## src/rtl/timer_pkg.sv

```systemverilog
// Shared encodings for the multi-channel microsecond timer: channel mode
// and channel state.
package timer_pkg;

    localparam logic MODE_ONESHOT  = 1'b0;
    localparam logic MODE_PERIODIC = 1'b1;

    typedef enum logic {
        ST_IDLE = 1'b0,
        ST_RUN  = 1'b1
    } ch_state_e;

endpackage

```

## src/rtl/timer_channel.sv

```systemverilog
// One timer channel: counts shared 1 us ticks down from a latched period and
// raises a single-cycle expiry pulse, in one-shot or periodic mode.
module timer_channel
    import timer_pkg::*;
#(
    parameter int CNT_W = 16
) (
    input  logic             clk,
    input  logic             rst_n,
    input  logic             tick,
    input  logic             start,
    input  logic             stop,
    input  logic             periodic,
    input  logic [CNT_W-1:0] load,
    output logic             q,
    output logic             busy
);

    ch_state_e        state_q, state_d;
    logic [CNT_W-1:0] r_q, r_d;
    logic [CNT_W-1:0] l_q, l_d;
    logic             m_q, m_d;
    logic             q_q, q_d;

    always_comb begin
        state_d = state_q;
        r_d     = r_q;
        l_d     = l_q;
        m_d     = m_q;
        q_d     = 1'b0;
        if (stop) begin
            state_d = ST_IDLE;
        end else if (start) begin
            // A zero period is treated as a stop request.
            if (load == '0) begin
                state_d = ST_IDLE;
            end else begin
                state_d = ST_RUN;
                r_d     = load;
                l_d     = load;
                m_d     = periodic;
            end
        end else if (state_q == ST_RUN && tick) begin
            if (r_q == CNT_W'(1)) begin
                q_d = 1'b1;
                if (m_q == MODE_PERIODIC) r_d = l_q;
                else                      state_d = ST_IDLE;
            end else begin
                r_d = r_q - CNT_W'(1);
            end
        end
    end

    always_ff @(posedge clk or negedge rst_n) begin
        if (!rst_n) begin
            state_q <= ST_IDLE;
            r_q     <= '0;
            l_q     <= '0;
            m_q     <= MODE_ONESHOT;
            q_q     <= 1'b0;
        end else begin
            state_q <= state_d;
            r_q     <= r_d;
            l_q     <= l_d;
            m_q     <= m_d;
            q_q     <= q_d;
        end
    end

    assign q    = q_q;
    assign busy = (state_q == ST_RUN);

endmodule

```

## src/rtl/timer_multi_us.sv

```systemverilog
// Multi-channel microsecond timer: a shared prescaler produces a 1 us tick
// that drives N_CH independent countdown channels.
module timer_multi_us
    import timer_pkg::*;
#(
    parameter int CLK_FREQ_MHZ = 36,
    parameter int N_CH         = 4,
    parameter int CNT_W        = 16
) (
    input  logic                  i_clk_36MHz,
    input  logic                  i_reset,
    input  logic                  i_en,
    input  logic [N_CH-1:0]       i_start,
    input  logic [N_CH-1:0]       i_stop,
    input  logic [N_CH-1:0]       i_periodic,
    input  logic [N_CH*CNT_W-1:0] i_load,
    output logic [N_CH-1:0]       o_q,
    output logic [N_CH-1:0]       o_busy
);

    localparam int P_W = (CLK_FREQ_MHZ > 1) ? $clog2(CLK_FREQ_MHZ) : 1;
    localparam logic [P_W-1:0] P_MAX = P_W'(CLK_FREQ_MHZ - 1);

    logic [P_W-1:0] p_q, p_d;
    logic           tick;

    // Prescaler restarts from 0 whenever the global enable is dropped.
    always_comb begin
        p_d = '0;
        if (i_en && p_q != P_MAX) p_d = p_q + P_W'(1);
    end

    always_ff @(posedge i_clk_36MHz or negedge i_reset) begin
        if (!i_reset) p_q <= '0;
        else          p_q <= p_d;
    end

    assign tick = i_en && (p_q == P_MAX);

    for (genvar g = 0; g < N_CH; g++) begin : g_ch
        timer_channel #(.CNT_W(CNT_W)) u_ch (
            .clk      (i_clk_36MHz),
            .rst_n    (i_reset),
            .tick     (tick),
            .start    (i_start[g]),
            .stop     (i_stop[g]),
            .periodic (i_periodic[g]),
            .load     (i_load[g*CNT_W +: CNT_W]),
            .q        (o_q[g]),
            .busy     (o_busy[g])
        );
    end

endmodule

```

## config.mk

```make
export PLATFORM = sky130hd
export DESIGN_NAME = timer_multi_us
export DESIGN_NICKNAME = d
export VERILOG_FILES = /design/src/rtl/timer_pkg.sv /design/src/rtl/timer_channel.sv /design/src/rtl/timer_multi_us.sv
export SDC_FILE = /design/constraint.sdc
export NUM_CORES = 1
export LEC_CHECK = 0
export CORE_ASPECT_RATIO = 1.5
export CORE_UTILIZATION = 35
export DETAILED_ROUTE_END_ITERATION = 10
export HOLD_SLACK_MARGIN = 0.02
export PLACE_DENSITY_LB_ADDON = 0.12
export REMOVE_ABC_BUFFERS = 1
export SYNTH_ARGS = -nofsm -noshare
export SYNTH_HDL_FRONTEND = slang
export SYNTH_SLANG_ARGS = --single-unit
```

## constraint.sdc

```tcl
create_clock -name i_clk_36MHz -period 5.9 [get_ports i_clk_36MHz]
set_clock_uncertainty 0.1 [all_clocks]
set_input_delay 1.475 -clock i_clk_36MHz [delete_from_list [all_inputs] [get_ports i_clk_36MHz]]
set_output_delay 1.475 -clock i_clk_36MHz [all_outputs]
set_load 0.01 [all_outputs]
```

Word-level counts from Yosys, hierarchy flattened
Cells that the tools add are included.

cells by class
  add/subtract/negate cells = 5
  equality and inequality tests = 18
  muxes and demuxes = 61
  bitwise gates (word level) = 8
  reductions and logical operators = 34

operators by type and width
  kind                                                 number
  two-way mux 16 bit                                   20
  == test 16 x 1 -> 1 bit (second input constant)      4
  logical NOT 16 bit                                   4
  subtractor 16 x 1 -> 16 bit (second input constant)  4
  two-way mux 1 bit                                    40
  AND reduction 3 bit                                  8
  nonzero test 3 bit                                   8
  AND reduction 4 bit                                  4
  != test 3 x 2 -> 1 bit (second input constant)       4
  != test 3 bit (second input constant)                4
  != test 2 bit (second input constant)                4
  inverter 1 bit                                       8
  nonzero test 2 bit                                   4
  adder 6 x 1 -> 6 bit (second input constant)         1
  == test 6 bit (second input constant)                1
  logical AND 1 bit                                    6
  two-way mux 6 bit                                    1
  != test 6 bit (second input constant)                1

storage, ports and cells
  flip-flop bits (word level) = 146
  word-level logic and storage cells = 147

Depth between registers and ports, before layout
Gate-level depths: netlist (run 1).

  word-level depth = 6
  mapped depth = 9
  gate-level depth less buffers = 7

By module
From an unflattened synthesis (run 1), not the netlist that was laid out.

unflattened totals
  cell total of the unflattened synthesis = 853
  area, all modules = 8,483.1 um^2

modules (own cells, without submodules)
  module                            instances  cells each  area an instance (um^2)  seq. area each (um^2)
  timer_channel (g_ch[0].u_ch ...)  3          205         2,052.0                  875.8
  timer_channel (g_ch[3].u_ch)      1          211         2,050.7                  875.8
  timer_multi_us                    1          27          276.5                    150.1

Least setup slack after synthesis (run 1)
OpenSTA, ideal clock, no wires.

  path type = input port to flip-flop
  start point = input i_load[54]
  end point = register g_ch[3].u_ch.r_q[0]
  library setup time = 128 ps
  data arrival time = 3,045 ps
  data required time = 5,672 ps
  path slack = 2,627 ps
  stages = 6
  path buffers = 1
  cell sequence = or4_4 o41ai_4 a22oi_2 buf_2 o2111ai_1 nand3_1

on the way
  word-level cells in the longest chain between the ends = 3

RTL lines
  what                                  line                  source
  from (decl)                           timer_multi_us.sv:16  input logic [N_CH*CNT_W-1:0] i_load,
  logical NOT 16 bit                    timer_channel.sv:35   if (load == '0) begin
  != test 2 bit (no source line)        n/a
  AND reduction 4 bit (no source line)  n/a
  to (signal assigned)                  timer_channel.sv:63   r_q <= r_d;
  to (decl)                             timer_channel.sv:20   logic [CNT_W-1:0] r_q, r_d;

Every way passes these cells.
A chain may end at the register's enable or synchronous reset.

Final worst setup path (run 1)
  start point = input i_start[1]
  end point = register g_ch[1].u_ch.r_q[7]

on the way
  word-level cells in the longest chain between the ends = 2
  elaborated cells on any way between the ends = 5
  classes of those cells = 2 x eq/ne; 1 x mux; 2 x reduce/logical

RTL lines
  what                                                             line                  source
  from (decl)                                                      timer_multi_us.sv:13  input logic [N_CH-1:0] i_start,
  != test 3 x 2 -> 1 bit (no source line) (tied with other cells)  n/a
  AND reduction 4 bit (no source line)                             n/a
  to (signal assigned)                                             timer_channel.sv:63
  to (decl)                                                        timer_channel.sv:20

Several ways; a longest one is shown, not always the timed one.

==> results of run 1 <==
how the worst max path moves through the flow:
stage,to,cells after the start
after floorplan,g_ch[0].u_ch.r_q[10],5
after global placement,g_ch[1].u_ch.r_q[7],7
after detailed placement,g_ch[1].u_ch.r_q[7],7
after CTS,g_ch[1].u_ch.r_q[7],7
after global routing,g_ch[1].u_ch.r_q[7],7
final,g_ch[1].u_ch.r_q[7],7
cell type report:
cell class | count | area [sq um]
well taps | 319 | 399
flip-flops and latches | 146 | 3650
fillers | 2403 | 13500
inverters | 22 | 82.6
multi-input cells | 674 | 4420
repair buffers | 102 | 982
clock buffers | 22 | 464
clock inverters | 10 | 109
cells in the final DEF, fill, tap and decap left out, drive strengths merged, types with 10 or more instances in the layout:
master	synthesis	routed
xnor2	16	16
nand3	20	20
nor2	56	56
o22a	15	15
nand2	122	122
or3	13	13
buf	19	17
a31oi	30	30
o21ai	36	36
nand4	17	17
inv	21	21
nor4	27	27
dfrtp	146	146
o211ai	18	18
mux2	55	55
clkdlybuf4s50	0	85
clkbuf	45	22
nor3	43	43
xor2	21	21
a21oi	50	50
or4	10	10
power by group through the flow:
stage	clock, mW	combinational (mW)	sequential (mW)
after floorplan	0	0.333	1.28
after CTS	1.11	0.516	1.31
after detailed placement	0	0.515	1.32
after global routing	1.14	0.572	1.33
final	1.07	0.509	1.30
after global placement	0	0.507	1.32
cell families (layout without fill, tap and decap cells):
logic type | Yosys count | count (layout)
and+or+nand+nor | 356 | 356
muxes | 58 | 58
buffers and inverters | 86 | 156
adders and majority gates | 9 | 9
AOI/OAI and AO/OA | 214 | 214
DFF | 146 | 146
xor gates and xnor gates | 37 | 37
worst register-to-register path, cell delays in order, from the launching register on:
cell	delay (ns)
dfrtp_1	0.44
nor4_4	0.53
nand4_1	0.79
o22a_1	0.73
o22a_1	0.34
flip-flops by register name, summed over array words and instances (netlist names):
| signal | flops |
|---|---|
| g_ch.u_ch.l_q | 64 |
| g_ch.u_ch.r_q | 64 |
| g_ch.u_ch.busy | 4 |
| p_q | 6 |
| g_ch.u_ch.q | 4 |
| g_ch.u_ch.m_q | 4 |
stage by stage:
step / std cells / total power [mW] / util (%) / area [sq um] / setup WS [ns]
global placement: 1263 / 1.83 / 40.3 / 9540 / 1.62
global route: 1295 / 3.05 / 42.7 / 10100 / 1.84
floorplan: 842 / 1.61 / - / 8140 / 1.98
CTS: 1295 / 2.93 / 42.7 / 10100 / 1.98
detailed placement: 1263 / 1.84 / 40.3 / 9540 / 1.56
finish: 1295 / 2.88 / 42.7 / 10100 / 1.97
metal layers:
metal  vias up  share of wire, %  wire length (um)
met3        34               3.2               749
met5         -                 0                 0
met4         0               2.0               471
met1      3514                45             10500
li1       3457                 -                 -
met2       135                50             11600
==> run summary, run 1 <==
Final Setup Violations - 0
Post-synthesis adder-cell area fraction - 1.34%
Hold_buf cts - 0
Hold_sp - p_q[0]
P_sw - 0.836 mW
All-Layer GR Usage - 20.2%
Max Fanout on Critical Path - 24
Root Buffer - clkbuf_16
GR met2 Demand/Resource - 34.6%
Post-synthesis simple-gate area fraction - 21.8%
Mean post-synth cell area - 9.30 sq um
GR Util met3 - 3.48%
Ys async rst share - 100%
Final Hold Violating Endpoints - 0
Max incr delay on CP - 0.74 ns
First-pass GRT wire length - 38800 um
Worst-Margin Slew - 1.14 ns
TritonCTS Buffers - 17
Ys Warns - 0
Compound-gate portion of the synthesized area - 17.5%
Min-Delay Path Class - register to register
Peak Freq - 255 MHz
Yosys reg bits - 146
Post-synthesis sequential area ratio - 43.3%
WP buf/inv - 2
CP top delay family - compound AO/OA/AOI/OAI gates
P_int - 2.05 mW
Nets@finish - 1051
Fin crit period - 3.93 ns
# resized after CTS - 0
Clock power share - 37.1%
Area share of xor/xnor cells in the synthesized design - 3.85%
Residual DRC - 0
Peak VDD IR - 0.000207 V
Clock Tree Buf Depth - 2
Min Hold Slack - 0.362 ns
Top post-synthesis cells by count - 146 x dfrtp_1, 122 x nand2_1, 56 x nor2_1, 54 x mux2_2, 50 x a21oi_1
Logic pwr share - 17.7%
Core area - 0.0237 sq mm
Outcome - finished, final reports clean
Worst r2r dst - g_ch[1].u_ch.r_q[11]
Leak pwr - 3.88 nW
Initial antenna violation count - 0
Critical Path RT - 6.14 ns
CTS tree - yes
GP Congestion - 0.795
Critical path origin - i_start[1]
Initial Utilization - 35.6%
Reg2Reg Depth - 4
Mux cell area share after synthesis - 7.75%
Drt total wl - 23400 um
PortBufs - 86
Ys flop type - dfrtp_1
Startpoint Class - primary input
Chip width - 129 um
Reg2reg setup slack - 2.85 ns
Die Height - 192 um
I/O pin cnt - 87
Layout cells sized above 1 - 13.0%
ANT nets after route - 0
Routed len/inst - 18.0 um
PwrDens - 285 mW/mm^2
Crit path cell chain - clkdlybuf4s50_1 > buf_4 > or3b_2 > nor3_1 > o22a_1 > o21ai_0 > a22oi_1
Vias/cell - 5.51
P&R area growth vs syn - 20.0%
Largest net degree at the start of global routing - 81
Post-synth EDFFs - 0
Crit path max-delay cell type - o22a_1
Max-slew headroom - 24.1%
H-tree depth - 4
Power share of the sequential group - 45.2%
Grt ovf - 0
Final worst-path cycle share - 66.6%
M1 GR Usage - 25.4%
Post-synth top area share - 43.3%
DIE AREA - 0.0247 sq mm
Main combinational cell family by area after synthesis - simple AND/OR/NAND/NOR gates
Reg2reg start - g_ch[1].u_ch.r_q[8]
Worst Setup Path Type - primary input to register
GR peak layer - met2
Clock transition at path regs - 0.06 ns
Vias in the first global route - 7212
CP Capture Type - register
WHS Endpoint - p_q[0]
Top post-synthesis cells by area - dfrtp_1 43%, mux2_2 7.2%, nand2_1 5.4%
Max-Cap Viols - 0
Post-route setup TNS - 0 ns
Antenna cells - 0
Clk sinks - 146
Post-Syn Instances - 906
Initial DRC count - 403
Slew Limit Fails - 0
Largest area contributor in the netlist - dfrtp_1
Area of the mapped netlist - 0.00843 sq mm
RSZ-0062 raised after global routing - false
Switching share of total power - 29.0%
Post-CTS Setup Inserts - 0
Yosys cell types - 75
HPWL Detailed - 16000 um
WP data arrival - 4.16 ns
Vias - 7140
# rows - 69
Clk_lat worst skew - 0.42 ns
DRT Pass-1 Iters - 4
Count leader, synth - dfrtp_1
Hold depth - 1
Note: power is estimated with default switching activity, not from simulation.
==> run 2, diff against run 1 <==
==> constraint.sdc (replaced) <==
create_clock -name i_clk_36MHz -period 3.3 [get_ports i_clk_36MHz]
set_clock_uncertainty 0.1 [all_clocks]
set_input_delay 0.825 -clock i_clk_36MHz [delete_from_list [all_inputs] [get_ports i_clk_36MHz]]
set_output_delay 0.825 -clock i_clk_36MHz [all_outputs]
set_load 0.01 [all_outputs]
==> run 2 against run 1 <==
Cell count rose by 2.3%. Sequential cell count did not move. Via count rose by 1.6%. Register-to-register slack got worse by 2.3 ns. Clock-buffer cell count rose by 1. Combinational power rose by 84%. Core utilization rose by 1.2 points. Global-route usage rose by 0.35 points. Routed wire length rose by 2.6%. Largest cell class unchanged. Clock power rose by 88%.
==> run summary, run 2 (synthesis gave the netlist of run 1 again) <==
Outcome - finished, final reports clean
Worst Setup Path Type - primary input to register
Multi-input gate area - 0.00442 sq mm
Startpoint Class - primary input
Most frequent cells in the layout - 146 x dfrtp_1, 122 x nand2_1, 85 x clkdlybuf4s50_1, 56 x nor2_1, 54 x mux2_2
Clk_lat worst skew - 0.42 ns
# rows - 69
DIE AREA - 0.0247 sq mm
H-tree depth - 4
GP Congestion - 0.830
Slew Limit Fails - 0
RSZ-0062 raised after global routing - false
Storage cell area - 0.00365 sq mm
Met2 WL - 12300 um
Final worst-path cycle share - 90.0%
Die Height - 192 um
Met1 Wirelength - 10500 um
# resized after CTS - 0
All-Layer GR Usage - 20.6%
Min Hold Slack - 0.289 ns
Critical Path RT - 3.45 ns
Reg2reg setup slack - 0.55 ns
Grt ovf - 0
Core area - 0.0237 sq mm
Initial DRC count - 390
Hold_buf cts - 0
Clock Tree Buf Depth - 2
WP data arrival - 3.12 ns
Vias in the first global route - 7306
Max-slew headroom - 29.0%
Drt total wl - 24000 um
Fin util - 43.9%
HPWL Detailed - 16800 um
Max-Cap Viols - 0
Initial antenna violation count - 0
Commonest non-fill, non-tap cell in the layout - dfrtp_1
Final Hold Violating Endpoints - 0
Routed len/inst - 18.1 um
Leak pwr - 4.04 nW
Top Registers - g_ch.u_ch.l_q x64, g_ch.u_ch.r_q x64, p_q x6
Chip width - 129 um
Worst-Margin Slew - 1.06 ns
Clock transition at path regs - 0.07 ns
Antenna cells - 0
Vias/cell - 5.48
First-pass GRT wire length - 39600 um
Clk sinks - 146
Max layer used - met4
Final Setup Violations - 0
Vias - 7256
Min-Delay Path Class - primary input to asynchronous set/reset pin
Peak Freq - 337 MHz
Max Fanout on Critical Path - 14
Dpl cell area - 0.00979 sq mm
DRT Pass-1 Iters - 7
Peak VDD IR - 0.000368 V
Nets@finish - 1081
PwrDens - 508 mW/mm^2
DR WL met3 - 638 um
Layout cells sized above 1 - 15.5%
I/O pin cnt - 87
TritonCTS Buffers - 17
Initial Utilization - 35.6%
FILL cells - 2440
CP Capture Type - register
Root Buffer - clkbuf_16
ANT nets after route - 0
Fin crit period - 2.97 ns
Post-CTS Setup Inserts - 0
P&R area growth vs syn - 23.2%
Residual DRC - 0
Design area - 0.0104 sq mm
PortBufs - 86
CTS tree - yes
Largest net degree at the start of global routing - 64
[run 2: cell count changes in the layout (fill, tap and decap cells not counted)]
cell	change
buf_4	+28
clkinv_2	-2
clkinv_4	+1
buf_12	+2
clkbuf_1	+1
bufinv_16	+1
clkinvlp_4	-1
[run 2: report_power, final]
part | switching (mW) | internal [mW] | leakage (nW)
combinational | 0.452 | 0.484 | 2.04
clock | 0.777 | 1.23 | 0.291
sequential | 0.283 | 2.05 | 1.72
[run 2: critical path, cell delays in order]
cell and delay [ns]:
clkdlybuf4s50_1 0.42, or3b_2 0.54, nor3_1 0.21, nor2_1 0.10
nor2_1 0.82, a32oi_1 0.20
[run 2: path summary, 6_finish.rpt]
path / from / depth (start not counted) / to
min in group i_clk_36MHz: p_q[0] / 1 / p_q[0]
setup / recovery: i_start[2] / 6 / g_ch[2].u_ch.r_q[11]
hold reg to reg: p_q[0] / 1 / p_q[0]
setup reg to reg: p_q[0] / 6 / g_ch[2].u_ch.r_q[11]
hold / removal: i_reset / 1 / g_ch[3].u_ch.l_q[7]
max in group asynchronous: i_reset / 2 / g_ch[0].u_ch.l_q[10]
[run 2: final cells by class]
cell class | instances | share of cell area, %
Timing Repair Buffer | 132 | 11.9
Multi-Input combinational cell | 674 | 42.6
Sequential cell | 146 | 35.2
Inverter | 22 | 0.795
Clock inverter | 9 | 1.25
Clock buffer | 23 | 4.50
Tap cell | 319 | 3.84
[run 2: layer usage]
metal / vias up / GRT usage (%)
li1: 3511 / -
met1: 3586 / 25.4
met2: 126 / 36.3
met3: 33 / 2.81
met4: 0 / 7.15
met5: - / 0
[run 2: through the flow]
step | TNS [ns] | total power, mW | worst slack (ns) | instances
finish | 0 | 5.28 | 0.329 | 1325
detailed placement | -1.28 | 3.31 | -0.142 | 1293
global route | 0 | 5.55 | 0.132 | 1325
CTS | 0 | 5.34 | 0.309 | 1325
floorplan | 0 | 2.88 | 0.0349 | 842
global placement | -0.918 | 3.29 | -0.108 | 1293
